===== src/rtl/sha256_input_padder_pkg.sv =====
// Shared definitions for the SHA-256 input padder: core block-op fields, pad constants,
// length word addresses, FSM state encoding and a word byte-swap helper.
package sha256_input_padder_pkg;

  localparam int unsigned BLK_OP_MSB             = 1;
  localparam int unsigned BLK_OP_NEW_CTX         = 0;
  localparam int unsigned BLK_OP_END_COMP_OUTPUT = 1;

  localparam logic [7:0] SHA256_PAD_BYTE = 8'h80;

  localparam logic [3:0] LAST_ZERO_ADDR = 4'd13;
  localparam logic [3:0] LEN_HI_ADDR    = 4'd14;
  localparam logic [3:0] LEN_LO_ADDR    = 4'd15;

  typedef enum logic [2:0] {
    ST_IDLE,
    ST_WAIT_RDY,
    ST_DATA,
    ST_PAD,
    ST_ZERO,
    ST_LEN_HI,
    ST_LEN_LO
  } state_e;

  function automatic logic [31:0] bswap32(input logic [31:0] w);
    return {w[7:0], w[15:8], w[23:16], w[31:24]};
  endfunction

endpackage


===== src/rtl/sha256_pad_merge.sv =====
// Combinational helper: keeps the valid bytes of the final message word, inserts the
// 0x80 pad byte right after them, and byte-swaps the bit length into core word order.
module sha256_pad_merge
  import sha256_input_padder_pkg::*;
(
  input  logic [31:0] din,
  input  logic [2:0]  nbytes,
  input  logic [31:0] len_in,
  output logic [31:0] merged,
  output logic [31:0] len_out
);

  // nbytes == 4 passes the word through untouched (pad goes into a later word)
  always_comb begin
    merged = '0;
    for (int unsigned i = 0; i < 4; i++) begin
      if (3'(i) < nbytes) begin
        merged[8*i +: 8] = din[8*i +: 8];
      end else if (3'(i) == nbytes) begin
        merged[8*i +: 8] = SHA256_PAD_BYTE;
      end
    end
  end

  assign len_out = bswap32(len_in);

endmodule


===== src/rtl/sha256_input_padder.sv =====
// SHA-256 message padder feeding the sha256core input buffer in 16-word blocks.
// Optional SHA256_PADDER_LEN_CHECK_EN: saturating byte count with sticky err.
module sha256_input_padder
  import sha256_input_padder_pkg::*;
#(
  parameter int unsigned MSG_LEN_MSB = 12
) (
  input  logic                CLK,
  input  logic                reset,
  input  logic [31:0]         src_din,
  input  logic                src_wr_en,
  input  logic                src_last,
  input  logic [2:0]          src_bytes,
  input  logic                src_ctx,
  input  logic                src_seq,
  input  logic                src_output,
  output logic                src_rdy,
  input  logic [3:0]          core_ready,
  output logic                wr_en,
  output logic [31:0]         dout,
  output logic [3:0]          wr_addr,
  output logic [BLK_OP_MSB:0] input_blk_op,
  output logic                input_ctx,
  output logic                input_seq,
  output logic                set_input_ready,
  output logic                busy,
  output logic                err
);

  localparam int unsigned LW = MSG_LEN_MSB + 1;
`ifdef SHA256_PADDER_LEN_CHECK_EN
  localparam logic [LW:0] MAX_BYTES = {1'b0, {LW{1'b1}}};
  logic [LW:0] sum;
`endif

  state_e              state_q, state_d, resume_q, resume_d;
  logic                wait_first_q, wait_first_d;
  logic [3:0]          addr_q, addr_d;
  logic [LW-1:0]       bytes_q, bytes_d;
  logic                ctx_q, ctx_d, seq_q, seq_d, out_q, out_d;
  logic                new_ctx_q, new_ctx_d, fin_q, fin_d, err_q, err_d;
  logic                wr_en_q, wr_en_d, sir_q, sir_d;
  logic [31:0]         dout_q, dout_d;
  logic [3:0]          wr_addr_q, wr_addr_d;
  logic [BLK_OP_MSB:0] blk_op_q, blk_op_d;

  logic                do_write, pad_placed, drop, blk_fin;
  logic [31:0]         wdata, merged, len_word, bitlen;
  logic [2:0]          tail_nb;
  state_e              close_to;

  assign tail_nb = (src_last && (src_bytes < 3'd4)) ? src_bytes : 3'd4;
  assign bitlen  = 32'({bytes_q, 3'b000});

  sha256_pad_merge u_pad_merge (
    .din     (src_din),
    .nbytes  (tail_nb),
    .len_in  (bitlen),
    .merged  (merged),
    .len_out (len_word)
  );

  always_comb begin
    state_d      = state_q;
    resume_d     = resume_q;
    wait_first_d = wait_first_q;
    addr_d       = addr_q;
    bytes_d      = bytes_q;
    ctx_d        = ctx_q;
    seq_d        = seq_q;
    out_d        = out_q;
    new_ctx_d    = new_ctx_q;
    fin_d        = fin_q;
    err_d        = err_q;
    wr_en_d      = 1'b0;
    sir_d        = 1'b0;
    dout_d       = dout_q;
    wr_addr_d    = wr_addr_q;
    blk_op_d     = blk_op_q;
    do_write     = 1'b0;
    pad_placed   = 1'b0;
    drop         = 1'b0;
    blk_fin      = fin_q;
    wdata        = '0;
    close_to     = ST_DATA;
`ifdef SHA256_PADDER_LEN_CHECK_EN
    sum          = '0;
`endif

    unique case (state_q)
      ST_IDLE: begin
        if (src_wr_en) begin
          ctx_d        = src_ctx;
          seq_d        = src_seq;
          out_d        = src_output;
          new_ctx_d    = 1'b1;
          fin_d        = 1'b0;
          bytes_d      = '0;
          addr_d       = '0;
          resume_d     = ST_DATA;
          wait_first_d = 1'b1;
          state_d      = ST_WAIT_RDY;
        end
      end
      ST_WAIT_RDY: begin
        // the core's ready bit lags one cycle behind set_input_ready
        if (wait_first_q) begin
          wait_first_d = 1'b0;
        end else if (core_ready[{seq_q, ctx_q}]) begin
          state_d = resume_q;
        end
      end
      ST_DATA: begin
        if (src_wr_en) begin
`ifdef SHA256_PADDER_LEN_CHECK_EN
          sum = {1'b0, bytes_q} + (LW+1)'(tail_nb);
          if (err_q || (sum > MAX_BYTES)) begin
            drop    = 1'b1;
            err_d   = 1'b1;
            bytes_d = MAX_BYTES[LW-1:0];
          end else begin
            bytes_d = sum[LW-1:0];
          end
`else
          bytes_d = bytes_q + LW'(tail_nb);
`endif
          do_write = !drop;
          wdata    = merged;
          if (src_last) begin
            if (!drop && (tail_nb != 3'd4)) begin
              pad_placed = 1'b1;
            end else begin
              state_d  = ST_PAD;
              close_to = ST_PAD;
            end
          end
        end
      end
      ST_PAD: begin
        do_write   = 1'b1;
        wdata      = {24'h0, SHA256_PAD_BYTE};
        pad_placed = 1'b1;
      end
      ST_ZERO: begin
        do_write = 1'b1;
        close_to = ST_ZERO;
        if (addr_q == LAST_ZERO_ADDR) state_d = ST_LEN_HI;
      end
      ST_LEN_HI: begin
        do_write = 1'b1;
        state_d  = ST_LEN_LO;
      end
      ST_LEN_LO: begin
        do_write = 1'b1;
        wdata    = len_word;
        state_d  = ST_IDLE;
        fin_d    = 1'b0;
      end
      default: state_d = ST_IDLE;
    endcase

    // a block holds the length iff its 0x80 lands at addr 13 or below
    if (pad_placed) begin
      close_to = ST_ZERO;
      if (addr_q <= LAST_ZERO_ADDR) begin
        fin_d   = 1'b1;
        blk_fin = 1'b1;
      end
      if (addr_q == LAST_ZERO_ADDR) begin
        state_d = ST_LEN_HI;
      end else if (addr_q != LEN_LO_ADDR) begin
        state_d = ST_ZERO;
      end
    end

    if (do_write) begin
      wr_en_d   = 1'b1;
      dout_d    = wdata;
      wr_addr_d = addr_q;
      addr_d    = addr_q + 4'd1;
      blk_op_d  = '0;
      blk_op_d[BLK_OP_NEW_CTX]         = new_ctx_q;
      blk_op_d[BLK_OP_END_COMP_OUTPUT] = out_q & blk_fin;
      if (addr_q == LEN_LO_ADDR) begin
        sir_d     = 1'b1;
        new_ctx_d = 1'b0;
        if (state_q != ST_LEN_LO) begin
          state_d      = ST_WAIT_RDY;
          wait_first_d = 1'b1;
          resume_d     = close_to;
          fin_d        = (close_to == ST_ZERO);
        end
      end
    end
  end

  always_ff @(posedge CLK) begin
    if (reset) begin
      state_q      <= ST_IDLE;
      resume_q     <= ST_DATA;
      wait_first_q <= 1'b0;
      addr_q       <= '0;
      bytes_q      <= '0;
      ctx_q        <= 1'b0;
      seq_q        <= 1'b0;
      out_q        <= 1'b0;
      new_ctx_q    <= 1'b0;
      fin_q        <= 1'b0;
      err_q        <= 1'b0;
      wr_en_q      <= 1'b0;
      sir_q        <= 1'b0;
      dout_q       <= '0;
      wr_addr_q    <= '0;
      blk_op_q     <= '0;
    end else begin
      state_q      <= state_d;
      resume_q     <= resume_d;
      wait_first_q <= wait_first_d;
      addr_q       <= addr_d;
      bytes_q      <= bytes_d;
      ctx_q        <= ctx_d;
      seq_q        <= seq_d;
      out_q        <= out_d;
      new_ctx_q    <= new_ctx_d;
      fin_q        <= fin_d;
      err_q        <= err_d;
      wr_en_q      <= wr_en_d;
      sir_q        <= sir_d;
      dout_q       <= dout_d;
      wr_addr_q    <= wr_addr_d;
      blk_op_q     <= blk_op_d;
    end
  end

  assign src_rdy         = (state_q == ST_DATA);
  assign busy            = (state_q != ST_IDLE);
  assign wr_en           = wr_en_q;
  assign dout            = dout_q;
  assign wr_addr         = wr_addr_q;
  assign input_blk_op    = blk_op_q;
  assign input_ctx       = ctx_q;
  assign input_seq       = seq_q;
  assign set_input_ready = sir_q;
  assign err             = err_q;

endmodule


===== config.mk =====
export PLATFORM = sky130hd
export DESIGN_NAME = sha256_input_padder
export DESIGN_NICKNAME = d
export VERILOG_FILES = /design/src/rtl/sha256_input_padder_pkg.sv /design/src/rtl/sha256_pad_merge.sv /design/src/rtl/sha256_input_padder.sv
export SDC_FILE = /design/constraint.sdc
export NUM_CORES = 1
export LEC_CHECK = 0
export CAP_MARGIN = 10
export CORE_UTILIZATION = 47
export CTS_CLUSTER_SIZE = 12
export DETAILED_ROUTE_END_ITERATION = 6
export PLACE_DENSITY = 0.82
export SETUP_SLACK_MARGIN = 0.4
export SLEW_MARGIN = 20
export SYNTH_ARGS = -nofsm -noshare
export SYNTH_HDL_FRONTEND = slang
export SYNTH_SLANG_ARGS = --single-unit

===== constraint.sdc =====
create_clock -name CLK -period 3.5 [get_ports CLK]
set_clock_uncertainty 0.2 [all_clocks]
set_input_delay 0.875 -clock CLK [delete_from_list [all_inputs] [get_ports CLK]]
set_output_delay 0.875 -clock CLK [all_outputs]
set_load 0.02 [all_outputs]

==> metrics.md, run 1 <==
| Metric | Value |
|---|---|
| Status | `finished clean` |
| Pwr Density | `432.2 mW/mm^2` |
| WHS Endpoint | `dout[7]` |
| Max clock buf depth | `2` |
| Crit path arrival time | `3070 ps` |
| Total GRT Usage | `0.2393` |
| Mapped Cells | `332` |
| CP Max Fanout | `5` |
| Vias in the first global route | `approximately 2800` |
| RR Startpoint | `state_q[0]` |
| CTS Buf Count | `9` |
| Vias per cell | `5.845` |
| Critical path capture point type | `flop` |
| Ys flop type | `dfxtp_1` |
| Worst r2r path cells | `5` |
| IO buf count | `slightly below 90` |
| Initial Util | `0.4865` |
| DRC violation count after routing | `0` |
| Clk_lat worst skew | `350 ps` |
| Asr flop ratio synth | `0` |
| Design area | `0.004258 sq mm` |
| R2r setup slk | `1220 ps` |
| Die width | `about 83 um` |
| 1st-pass router iterations | `6` |
| Most common cell after layout, fill and taps aside | `clkdlybuf4s50_1` |
| Minimum clock period | `2995 ps` |
| # diodes | `0` |
| Slew @ Worst Pin | `594.1 ps` |
| Net Count, Synth | `between 300 and 400` |
| CP Data Required Time | `roughly 3600 ps` |
| Seq/Total Area, Yosys | `0.4497` |
| VDD IR max | `0.3141 mV` |
| Max Clk Rate | `333.9 MHz` |
| Slowest CP cell | `clkdlybuf4s50_1` |
| Hold Vio Cnt, Final | `0` |
| EDFF count, synth | `0` |
| Final Util | `0.6744` |
| RePlAce Congestion | `0.8214` |
| Final nets | `474` |
| Mapped Area | `0.003072 sq mm` |
| Placed insts | `487` |
| Final Max Tran Viols | `0` |
| P&R area growth vs syn | `38.61%` |
| RSZ-0062 raised after global routing | `false` |
| IO Count | `91` |
| Max cap viols | `0` |
| CP Launch Type | `input pin` |
| DRT iter0 DRCs | `243` |
| LEAKAGE | `around 0.0015 uW` |
| Grt ovf | `0` |
| Hold Crit Class | `flop to flop` |
| WL/cell | `16.01 um` |
| Crit share post-route | `0.8558` |
| Setup CP Type | `input pin to flop` |
| Post-CTS Setup Inserts | `0` |
| Post-Layout Cell Count | `503` |
| CP Cell Sequence | `clkdlybuf4s50_1 > nor2b_2 > and2_1 > ha_1 > fa_1 > a21o_1 > nand4_1 > or3_1 > a21oi_1` |
| Synth cell types | `56` |
| Hold path cells | `2` |
| Largest net degree at the start of global routing | `30` |
| Clk sinks | `69` |
| H-tree depth | `3` |
| Yosys warns | `0` |
| ANT nets after route | `0` |
| Setup_tns | `0 ps` |
| # rows | `29` |
| Die area | `between 0.006 and 0.007 sq mm` |
| First-pass GRT wire length | `13240 um` |
| # fillers | `roughly 520` |
| Critical Path Max Stage Delay | `around 500 ps` |
| Die Y | `82.84 um` |
| Slew HR | `0.6034` |
| FF+latch count, synth | `69` |
| Share of cells above drive strength 1 | `0.09390` |
| Mapped Avg Cell Area | `9.252 sq um` |
| RR Endpoint | `dout[5]` |
| Clock transition at the registers of the reported paths | `70 ps` |
| CTS tree | `yes` |
| Final wirelength | `8055 um` |
| Core Box Area | `about 0.0063 sq mm` |
| Post-DP Area | `0.004030 sq mm` |
| Clock root buffer | `clkbuf_8` |
| Final setup fails | `0` |
| Via count | `2940` |
| Hpwl dp | `between 5000 and 6000 um` |
| Initial antenna violation count | `0` |
| Commonest non-fill, non-tap cells in the layout | `clkdlybuf4s50_1 (88), dfxtp_1 (69), nand2_1 (30)` |
| Worst Hold Launch | `dout[7]` |
==> report_power, final <==
| part | total, uW | internal (uW) | switching (uW) |
|---|---|---|---|
| sequential | 835 | 806 | 29.2 |
| clock | 728 | 422 | 306 |
| combinational | 278 | 132 | 146 |
| total | 1840 | 1360 | 481 |
==> state kept, by name (all words and copies together), names as in the netlist <==
name	flops
set_input_ready	1
fin_q	1
resume_q	3
input_blk_op	2
input_seq	1
dout	32
wr_en	1
bytes_q	13
input_ctx	1
wait_first_q	1
new_ctx_q	1
addr_q	4
wr_addr	4
out_q	1
state_q	3
==> cell usage after synthesis (7+ instances only) <==
library cell,instances,share of area
nor2_1,29,0.035
a22o_1,17,0.048
buf_2,7,0.011
a222oi_1,11,0.036
nand3_1,11,0.018
o21ai_0,7,0.011
nand2_1,30,0.037
dfxtp_1,69,0.45
a21oi_1,29,0.047
clkbuf_1,11,0.013
==> cell type report <==
cell class | count | area, sq um | area share
multi-input cells | 237 | 1579 | 0.3708
flip-flops and latches | 69 | 1381 | 0.3244
repair buffers | 98 | 953.4 | 0.2239
clock buffers | 11 | 141.4 | 0.03321
well taps | 77 | 96.34 | 0.02263
clock inverters | 5 | 83.83 | 0.01969
inverters | 6 | 22.52 | 0.005289
==> worst max path at each step <==
stage	startpoint	to	slack, ps	cells past startpoint
CTS	src_last	bytes_q[12]	440	9
floorplan	src_last	bytes_q[12]	690	8
finish	src_last	bytes_q[12]	500	9
detailed placement	src_last	bytes_q[12]	90	9
global placement	src_last	bytes_q[12]	190	9
global route	src_last	bytes_q[12]	400	9
==> cells by family (layout without fill, tap and decap cells) <==
family | count (synthesis) | count (layout) | synth area share
flip-flops | 69 | 69 | 0.4497
XOR/XNOR | 4 | 4 | 0.01141
adder cells (fa/ha/maj) | 7 | 7 | 0.03096
other | 1 | 1 | 0.001221
AO/OA/AOI/OAI | 98 | 98 | 0.2285
multiplexers | 3 | 3 | 0.01466
buffers and inverters | 26 | 120 | 0.03706
AND/OR/NAND/NOR | 124 | 124 | 0.2265
==> stage by stage <==
stage	power, uW	setup WS (ps)	hold WS, ps
after global routing	1918	400.4	271.7
final	1840	504.7	253.4
after floorplan	1005	689.5	232.3
after detailed placement	1127	89.61	248.5
after CTS	1850	438.5	255.4
after global placement	1122	191.0	242.7
==> metal layers <==
metal / GRT usage / share of wire
met5: 0 / 0
met4: 0.07680 / 0.014
met3: 0.06262 / 0.060
met2: 0.4188 / 0.51
met1: 0.2847 / 0.42
==> timing repair <==
action / in CTS / in global routing
setup endpoints to repair: 0 / 2
hold buffers: 0 / 0
resized for setup: 0 / 1
hold endpoints to repair: 0 / 0
==> worst max-delay path, delay by kind of cell <==
kind,cells,cell delay (ps)
fa+ha+maj,2,410
buf+inv,1,500
simple gates,4,980
compound gates,2,300
(Power assumes the default switching activity.)
==> run 2, diff against run 1 <==
PLACE_DENSITY = 0.85   (was 0.82)
==> run 2 against run 1 <==
- sequential power about the same
- total power up 1.6%
- final cell count up 0.20%
- clock-buffer cell count unchanged
- final area up 0.35%
- critical endpoint unchanged
==> metrics.md, run 2 (synthesized netlist as in run 1, its figures left out) <==
| Metric | Value |
|---|---|
| WL/cell | `between 15 and 20 um` |
| DRT iter0 DRCs | `271` |
| Final wirelength | `8678 um` |
| Setup CP Type | `input pin to flop` |
| Via count | `3050` |
| Setup WS post-layout | `520.8 ps` |
| Largest net degree at the start of global routing | `29` |
| Clk sinks | `69` |
| ANT nets after route | `0` |
| RSZ-0062 raised after global routing | `false` |
| CTS Hold Bufs | `0` |
| Share of cells above drive strength 1 | `0.09836` |
| Clock root buffer | `clkbuf_8` |
| DRC violation count after routing | `0` |
| Max Clk Rate | `approximately 340 MHz` |
| Max reg flops | `32` |
| Pwr Density | `roughly 440 mW/mm^2` |
| First-pass GRT wire length | `14250 um` |
| # rows | `29` |
| Critical path capture point type | `flop` |
| Final Max Tran Viols | `0` |
| Total GRT Usage | `0.2613` |
| Initial Util | `0.4865` |
| Switching Share | `0.2615` |
| Slew HR | `0.6029` |
| Crit share post-route | `0.8512` |
| CP Data Required Time | `3590 ps` |
| Most common cell after layout, fill and taps aside | `clkdlybuf4s50_1` |
| CTS Buf Count | `9` |
| Vias per cell | `6.052` |
| Final setup fails | `0` |
| Initial antenna violation count | `0` |
| Max clock buf depth | `2` |
| Pwr Total | `1869 uW` |
| Minimum clock period | `slightly below 3000 ps` |
| Setup_tns | `0 ps` |
| Hold Vio Cnt, Final | `0` |
| IO Count | `91` |
| Die width | `82.84 um` |
| Die Y | `~83 um` |
| Grt ovf | `0` |
| Switching Power | `488.6 uW` |
| P&R area growth vs syn | `39.10%` |
| Final hold slack | `260.6 ps` |
| VDD IR max | `about 0.30 mV` |
| CP Max Fanout | `5` |
| Sequential share of power | `0.447` |
| LEAKAGE | `0.001514 uW` |
| Commonest non-fill, non-tap cells in the layout | `clkdlybuf4s50_1 (88), dfxtp_1 (69), nand2_1 (30)` |
| CTS tree | `yes` |
| Setup WS pre-CTS | `66.67 ps` |
| 1st-pass router iterations | `5` |
| Max cap viols | `0` |
| Combinational group share of total power | `0.151` |
| Slew @ Worst Pin | `595.6 ps` |
| Vias in the first global route | `2908` |
| Int Pwr | `roughly 1400 uW` |
| Clk_lat worst skew | `roughly 350 ps` |
| Core Box Area | `around 0.0063 sq mm` |
| Status | `finished clean` |
| Hpwl dp | `6052 um` |
| H-tree depth | `3` |
| Clock transition at the registers of the reported paths | `70 ps` |
| Clock Power Share | `0.402` |
| IO buf count | `89` |
| CP Launch Type | `input pin` |
| RePlAce Congestion | `0.8198` |
| Die area | `0.006862 sq mm` |
| Final nets | `475` |
| Crit path arrival time | `3070 ps` |
| Hold Crit Class | `flop to flop` |
| # diodes | `0` |
## run 2: per-stage QoR
| step | instance area (sq um) | util | cells |
|---|---|---|---|
| global placement | 4038 | 0.6395 | 488 |
| detailed placement | 4038 | 0.6395 | 488 |
| global route | 4273 | 0.6768 | 504 |
| CTS | 4270 | 0.6764 | 504 |
| finish | 4273 | 0.6768 | 504 |
| floorplan | 3072 | - | 332 |
## run 2: power groups by stage
stage,Clock (uW),Sequential (uW),Combinational [uW]
after detailed placement,0,853,279
after global placement,0,851,272
after floorplan,0,851,154
final,751,836,282
after CTS,762,835,281
after global routing,804,840,304
## run 2: final timing paths
check / from / end / slack, ps / depth (start not counted)
max reg2reg: state_q[1] / dout[6] / 1200 / 5
min reg2reg: wr_addr[3] / wr_addr[3] / 260 / 2
max: src_last / bytes_q[12] / 520 / 9
min: wr_addr[3] / wr_addr[3] / 260 / 2
## run 2: area by class of cell
class	instances	area, sq um
inverters	6	22.52
multi-input cells	237	1579
repair buffers	99	960.9
flip-flops and latches	69	1381
clock buffers	11	151.4
clock inverters	5	81.33
well taps	77	96.34
fillers	496	2041
## run 2: metal layers
metal / GRT usage / routed length [um] / vias up
met5: 0 / 0 / -
met4: 0.09404 / 154 / 0
met3: 0.09344 / 606 / 16
met2: 0.4449 / 4509 / 133
met1: 0.3016 / 3408 / 1475
li1: - / - / 1426
## run 2: what timing repair did
action                                  in CTS  in global routing
resized for setup                            0                  1
hold endpoints to repair                     0                  0
buffers inserted                             0                  0
endpoints found under the setup margin       0                  2
## run 2: critical path, cell delays in order
cell and delay (ps):
clkdlybuf4s50_1 510, nor2b_2 240, and2_1 160, ha_1 180
fa_1 220, a21o_1 160, nand4_1 190, or3_1 400
a21oi_1 140
==> RTL change 1: new RTL, settings of run 1 <==
Put one more register stage on the output `err`. The value now appears one clock later. The other outputs are not delayed to match.
--- a/src/rtl/sha256_input_padder.sv
+++ b/src/rtl/sha256_input_padder.sv
@@ -241,7 +241,13 @@
   assign input_ctx       = ctx_q;
   assign input_seq       = seq_q;
   assign set_input_ready = sir_q;
-  assign err             = err_q;
+  always_ff @(posedge CLK) begin
+    if (reset) begin
+      err <= '0;
+    end else begin
+      err <= err_q;
+    end
+  end
 
 endmodule
 
Behaviour: unchanged (equiv_simple and equiv_induct, registers matched by name and starting in step).
==> RTL change 1 against run 1 <==
  * Utilization rose by 1.5 points
  * Sequential cell count did not move
  * Count of clock-buffer cells in the layout rose by 1
  * Area after synthesis fell by 1.8%
  * Total power fell by 3.8%
  * Worst setup slack got worse by 0.022 ns
  * Wire length fell by 7.6%
  * Cell area fell by 1.9%
  * Largest power group unchanged
==> RTL change 1: results (changes against run 1) <==
[synthesis]
synth_compound_area_share_pct = 23.4  ; was 22.9%
synthTopCellsByCount = 69 x dfxtp_1, 31 x nor2_1, 30 x nand2_1  ; was 69 x dfxtp_1, 30 x nand2_1, 29 x a21oi_1, 29 x nor2_1, 17 x a22o_1
synth-main-ff-cell = dfxtp_1  ; unchanged
synthCells = 330  ; was 332
synth_mux_area_share_pct = 1.83  ; was 1.47%
async_reset_ff_share_pct = 0  ; unchanged
synth-adder-area-share_pct = 3.15  ; was 3.10%
yosysWarnings = 0  ; unchanged
ys_seq_area_share_pct = 45.8  ; was 45.0%
synthTopCellsByArea = dfxtp_1 46%, a21oi_1 4.8%, a22o_1 4.1%, a222oi_1 4.0%, nor2_1 3.9%  ; was dfxtp_1 45%, a22o_1 4.8%, a21oi_1 4.7%, nand2_1 3.7%, a222oi_1 3.6%
synth_fp_nets = 383  ; was 385
synth_xor_area_share_pct = 1.16  ; was 1.14%

[cells_and_area]
diodes = 0  ; unchanged
layoutNonFillerInstCount = 499  ; was 503
fillers = 487  ; was 517
final_nets = 472  ; was 474
drive_gt1_share_pct = 8.25  ; was 9.39%

[setup_path]
cpMaxStageDelayCell = or4_1  ; was clkdlybuf4s50_1
reg2regPathDepth = 4  ; was 5
r2r_end = dout[1]  ; was dout[5]
crit_path_start = src_last  ; unchanged
cp.arrival_ns = 3.08  ; was 3.07 ns
cpPeakStageDelay_ns = 0.51
critPathMaxFanout = 10  ; was 5
r2r_slack_ns = 1.21
regToRegStartpoint = state_q[0]  ; unchanged
cp_top_family = simple AND/OR/NAND/NOR gates  ; unchanged
endpoint = bytes_q[7]  ; was bytes_q[12]

[drt]
firstDrtPassIters = 5  ; was 6
wl_um = 7440  ; was 8060 um
vias_per_cell = 5.80  ; was 5.84
drtIter0Drc = 291  ; was 243

[placed_design]
portBuffers = 89  ; unchanged
dp_hpwl_um = 5290  ; was 5770 um
place.gp.congestion = 0.941  ; was 0.821
dp_cells = 482  ; was 487

[global_routing]
grt_max_degree = 32  ; was 30
track_usage_pct = 22.7  ; was 23.9%
grt_pass1_wl_um = 11600  ; was 13,200 um
antenna_found_initial = 0  ; unchanged
grt_pass1_vias = 2552  ; was 2,767

[power_and_ir_drop]
power_leakage_nw = 1.51  ; was 1.50 nW
ir_drop_mv = 0.258  ; was 0.314 mV

[clocking]
cts_max_path_buffers = 2  ; unchanged
cts_buffers = 9  ; unchanged
htreeDepth = 3  ; unchanged
clkTransAtPathRegs_ns = 0.07  ; about the same
clk_latency_ns = 0.34
cts_root_buf = clkbuf_8  ; unchanged

[outcome]
status = complete, no violations  ; unchanged

[timing]
tightest_slew_ns = 0.895  ; was 0.594 ns
relSlewSlack_pct = 40.1  ; was 60.3%

[min_path]
hold_class = reg -> reg  ; unchanged

==> RTL change 1: cell count changes in the layout (fill, tap and decap cells not counted), moves of 3 or more <==
cell,before,now
a22oi_1,4,7
and2_1,6,2
a22o_1,17,14
a21oi_2,3,0
nor4_1,3,0
inv_1,4,8
nor3_1,3,6
o21ai_1,3,0
==> RTL change 1: layout make-up <==
cell class,count,share of cell area [%]
repair buffers,99,23.0
multi-input cells,232,36.3
clock buffers,12,3.48
flip-flops and latches,69,33.1
clock inverters,4,1.14
well taps,75,2.25
inverters,8,0.719
==> RTL change 1: worst min path at each step <==
stage / start / to / slack (ns) / depth (start not counted)
2_1_floorplan: new_ctx_q / input_blk_op[0] / 0.23 / 2
3_3_place_gp: wr_addr[1] / wr_addr[1] / 0.24 / 2
3_5_place_dp: wr_addr[1] / wr_addr[1] / 0.25 / 2
4_1_cts: wr_addr[1] / wr_addr[1] / 0.26 / 2
5_1_grt: out_q / out_q / 0.27 / 2
6_report: wr_addr[1] / wr_addr[1] / 0.25 / 2
==> RTL change 1: through the flow <==
step                      instance area (um^2)  worst slack, ns  utilization [%]
final                                     4180            0.483             68.9
after global routing                      4180            0.328             68.9
after CTS                                 4170            0.495             68.8
after detailed placement                  3980            0.137             65.6
after global placement                    3980            0.225             65.6
after floorplan                           3020            0.694                -
==> RTL change 1: power by group <==
| group | internal (mW) | switching [mW] | total, mW |
|---|---|---|---|
| Sequential | 0.811 | 0.0298 | 0.841 |
| Clock | 0.347 | 0.292 | 0.639 |
| Combinational | 0.140 | 0.150 | 0.290 |
==> RTL change 1: metal layers <==
metal	wire length, um	up-vias	global-route usage [%]
met5	0	-	0
met3	530	10	5.16
met2	3550	116	36.2
met1	3280	1355	29.2
li1	-	1411	-
met4	85	0	10.5
==> RTL change 1: kinds of logic (layout without fill, tap and decap cells) <==
group,Yosys count,in the layout
and+or+nand+nor,118,118
other,1,1
DFF,69,69
muxes,4,4
AOI/OAI and AO/OA,98,98
buffers and inverters,29,123
xor gates and xnor gates,4,4
adders and majority gates,7,7
==> RTL change 1: worst reg2reg max path: cells and delay by family (launching register included) <==
family | cells | cell delay [ns]
and+or+nand+nor | 2 | 0.91
AOI/OAI and AO/OA | 2 | 0.43
DFF | 1 | 0.68
==> RTL change 1: repair_timing <==
action | 4_1_cts | 5_1_grt
endpoints found under the setup margin | 0 | 3
resized for setup | 0 | 1
setup buffers | 0 | 1
==> RTL change 2: new RTL, flow settings as in run 1 <==
Made on the original files. Set the parameter `MSG_LEN_MSB` to 18 (it was 12).
--- a/src/rtl/sha256_input_padder.sv
+++ b/src/rtl/sha256_input_padder.sv
@@ -3,7 +3,7 @@
 module sha256_input_padder
   import sha256_input_padder_pkg::*;
 #(
-  parameter int unsigned MSG_LEN_MSB = 12
+  parameter int unsigned MSG_LEN_MSB = 18
 ) (
   input  logic                CLK,
   input  logic                reset,
Behaviour: same outputs for any inputs over 10 cycles, from zero or initial values and one cycle with reset high; that may be too few to reach the edited logic, so the function may still have changed.
==> RTL change 2 against run 1 <==
  * Largest cell class unchanged
  * Wire length increased by 19%
  * Total power is 7.9% higher
  * Cell area up 13%
  * Worst setup slack better by 0.018 ns
  * Sequential cell count up 6
  * Critical endpoint is now bytes_q[10]
  * Area after synthesis is 14% higher
  * Register-to-register slack worse by 0.07 ns
  * Combinational power increased by 12%
==> RTL change 2: results (changes against run 1) <==
[outcome]
status = complete, no violations  ; unchanged

[synthesis]
ys_seq_area_share_pct = 43.0  ; was 45.0%
ys_types = 58  ; was 56
synth_fp_nets = 452  ; was 385
synthTopCellsByArea = dfxtp_1 43%, a222oi_1 5.2%, a21oi_1 5.0%, nand2_1 4.3%, nor2_1 3.8%  ; was dfxtp_1 45%, a22o_1 4.8%, a21oi_1 4.7%, nand2_1 3.7%, a222oi_1 3.6%
yosysWarnings = 0  ; unchanged
synthTopCellsByCount = 75 x dfxtp_1, 40 x nand2_1, 35 x a21oi_1, 35 x nor2_1  ; was 69 x dfxtp_1, 30 x nand2_1, 29 x a21oi_1, 29 x nor2_1, 17 x a22o_1

[drt]
firstDrtPassIters = 7  ; was 6
via_count = 3535  ; was 2,940
wl_um = 9560  ; was 8060 um
drtIter0Drc = 303  ; was 243

[min_path]
hold_path.startpoint = wr_addr[3]  ; was dout[7]

[cells_and_area]
drive_gt1_share_pct = 11.1  ; was 9.39%
final_nets = 544  ; was 474
fillers = 571  ; was 517

[setup_path]
critPathMaxFanout = 7  ; was 5
cp_top_family = buffers and inverters  ; was simple AND/OR/NAND/NOR gates
crit_path_start = src_bytes[0]  ; was src_last
cpPeakStageDelay_ns = 0.47  ; was 0.50 ns
regToRegStartpoint = state_q[1]  ; was state_q[0]

[power_and_ir_drop]
ir_drop_mv = 0.224  ; was 0.314 mV
power_leakage_nw = 1.71  ; was 1.50 nW

[placed_design]
place.gp.congestion = 0.852  ; was 0.821
placed_area_um2 = 4540  ; was 4030 um^2
dp_hpwl_um = 6710  ; was 5770 um

[timing]
tightest_slew_ns = 0.775  ; was 0.594 ns
timing.setup.tns_ns = 0  ; unchanged

[global_routing]
grt_pass1_wl_um = 15100  ; was 13,200 um
grt_max_degree = 41  ; was 30
grt_pass1_vias = 3227  ; was 2,767
track_usage_pct = 25.2  ; was 23.9%

## RTL change 2: kinds of logic after synthesis
group	after synthesis	synth area share [%]
AO/OA/AOI/OAI	114	23.1
XOR/XNOR	2	0.501
adder cells (fa/ha/maj)	7	2.72
buffers and inverters	37	4.65
flip-flops	75	43.0
multiplexers	8	2.72
other	1	0.107
AND/OR/NAND/NOR	155	23.3
## RTL change 2: through the flow
stage / setup WS (ns) / hold WS [ns] / std cells
2_1_floorplan: 0.409 / 0.232 / 399
3_3_place_gp: -0.00679 / 0.240 / 577
3_5_place_dp: -0.0717 / 0.251 / 577
4_1_cts: 0.398 / 0.262 / 594
5_1_grt: 0.398 / 0.280 / 595
6_report: 0.523 / 0.256 / 595
## RTL change 2: worst register-to-register path: cells and delay by family, from the launching register on
family	cells	cell delay, ns
and+or+nand+nor	1	0.07
buffers and inverters	2	0.49
DFF	1	0.53
AOI/OAI and AO/OA	3	0.91
## RTL change 2: metal layers
metal | routed length (um) | global-route usage, %
met1 | 3930 | 30.2
met2 | 4720 | 43.1
met3 | 664 | 5.78
met4 | 239 | 11.1
met5 | 0 | 0
## RTL change 2: report_power, final
| group | internal, mW | leakage [nW] | switching, mW | total, mW |
|---|---|---|---|---|
| logic | 0.150 | 0.992 | 0.162 | 0.312 |
| registers | 0.874 | 0.606 | 0.0246 | 0.898 |
| clock network | 0.429 | 0.115 | 0.346 | 0.775 |
## RTL change 2: layout make-up
cell class	instances	area, um^2	share of cell area, %
well taps	99	124	2.57
repair buffers	108	1050	21.8
clock inverters	6	96.3	2.00
inverters	10	37.5	0.778
multi-input cells	287	1880	38.9
clock buffers	10	138	2.85
flip-flops and latches	75	1500	31.1
## RTL change 2: what timing repair did
item	in CTS	in global routing
setup buffers	1	1
endpoints found under the setup margin	6	9
pin swaps	0	4
gates cloned	0	0
gates resized for setup	4	6
endpoints found under the hold margin	0	0
## RTL change 2: final timing paths
kind,depth (start not counted),slack [ns],endpoint
setup / recovery,10,0.52,bytes_q[10]
hold / removal,2,0.26,wr_addr[3]
setup reg to reg,6,1.15,dout[20]
hold reg to reg,2,0.26,wr_addr[3]
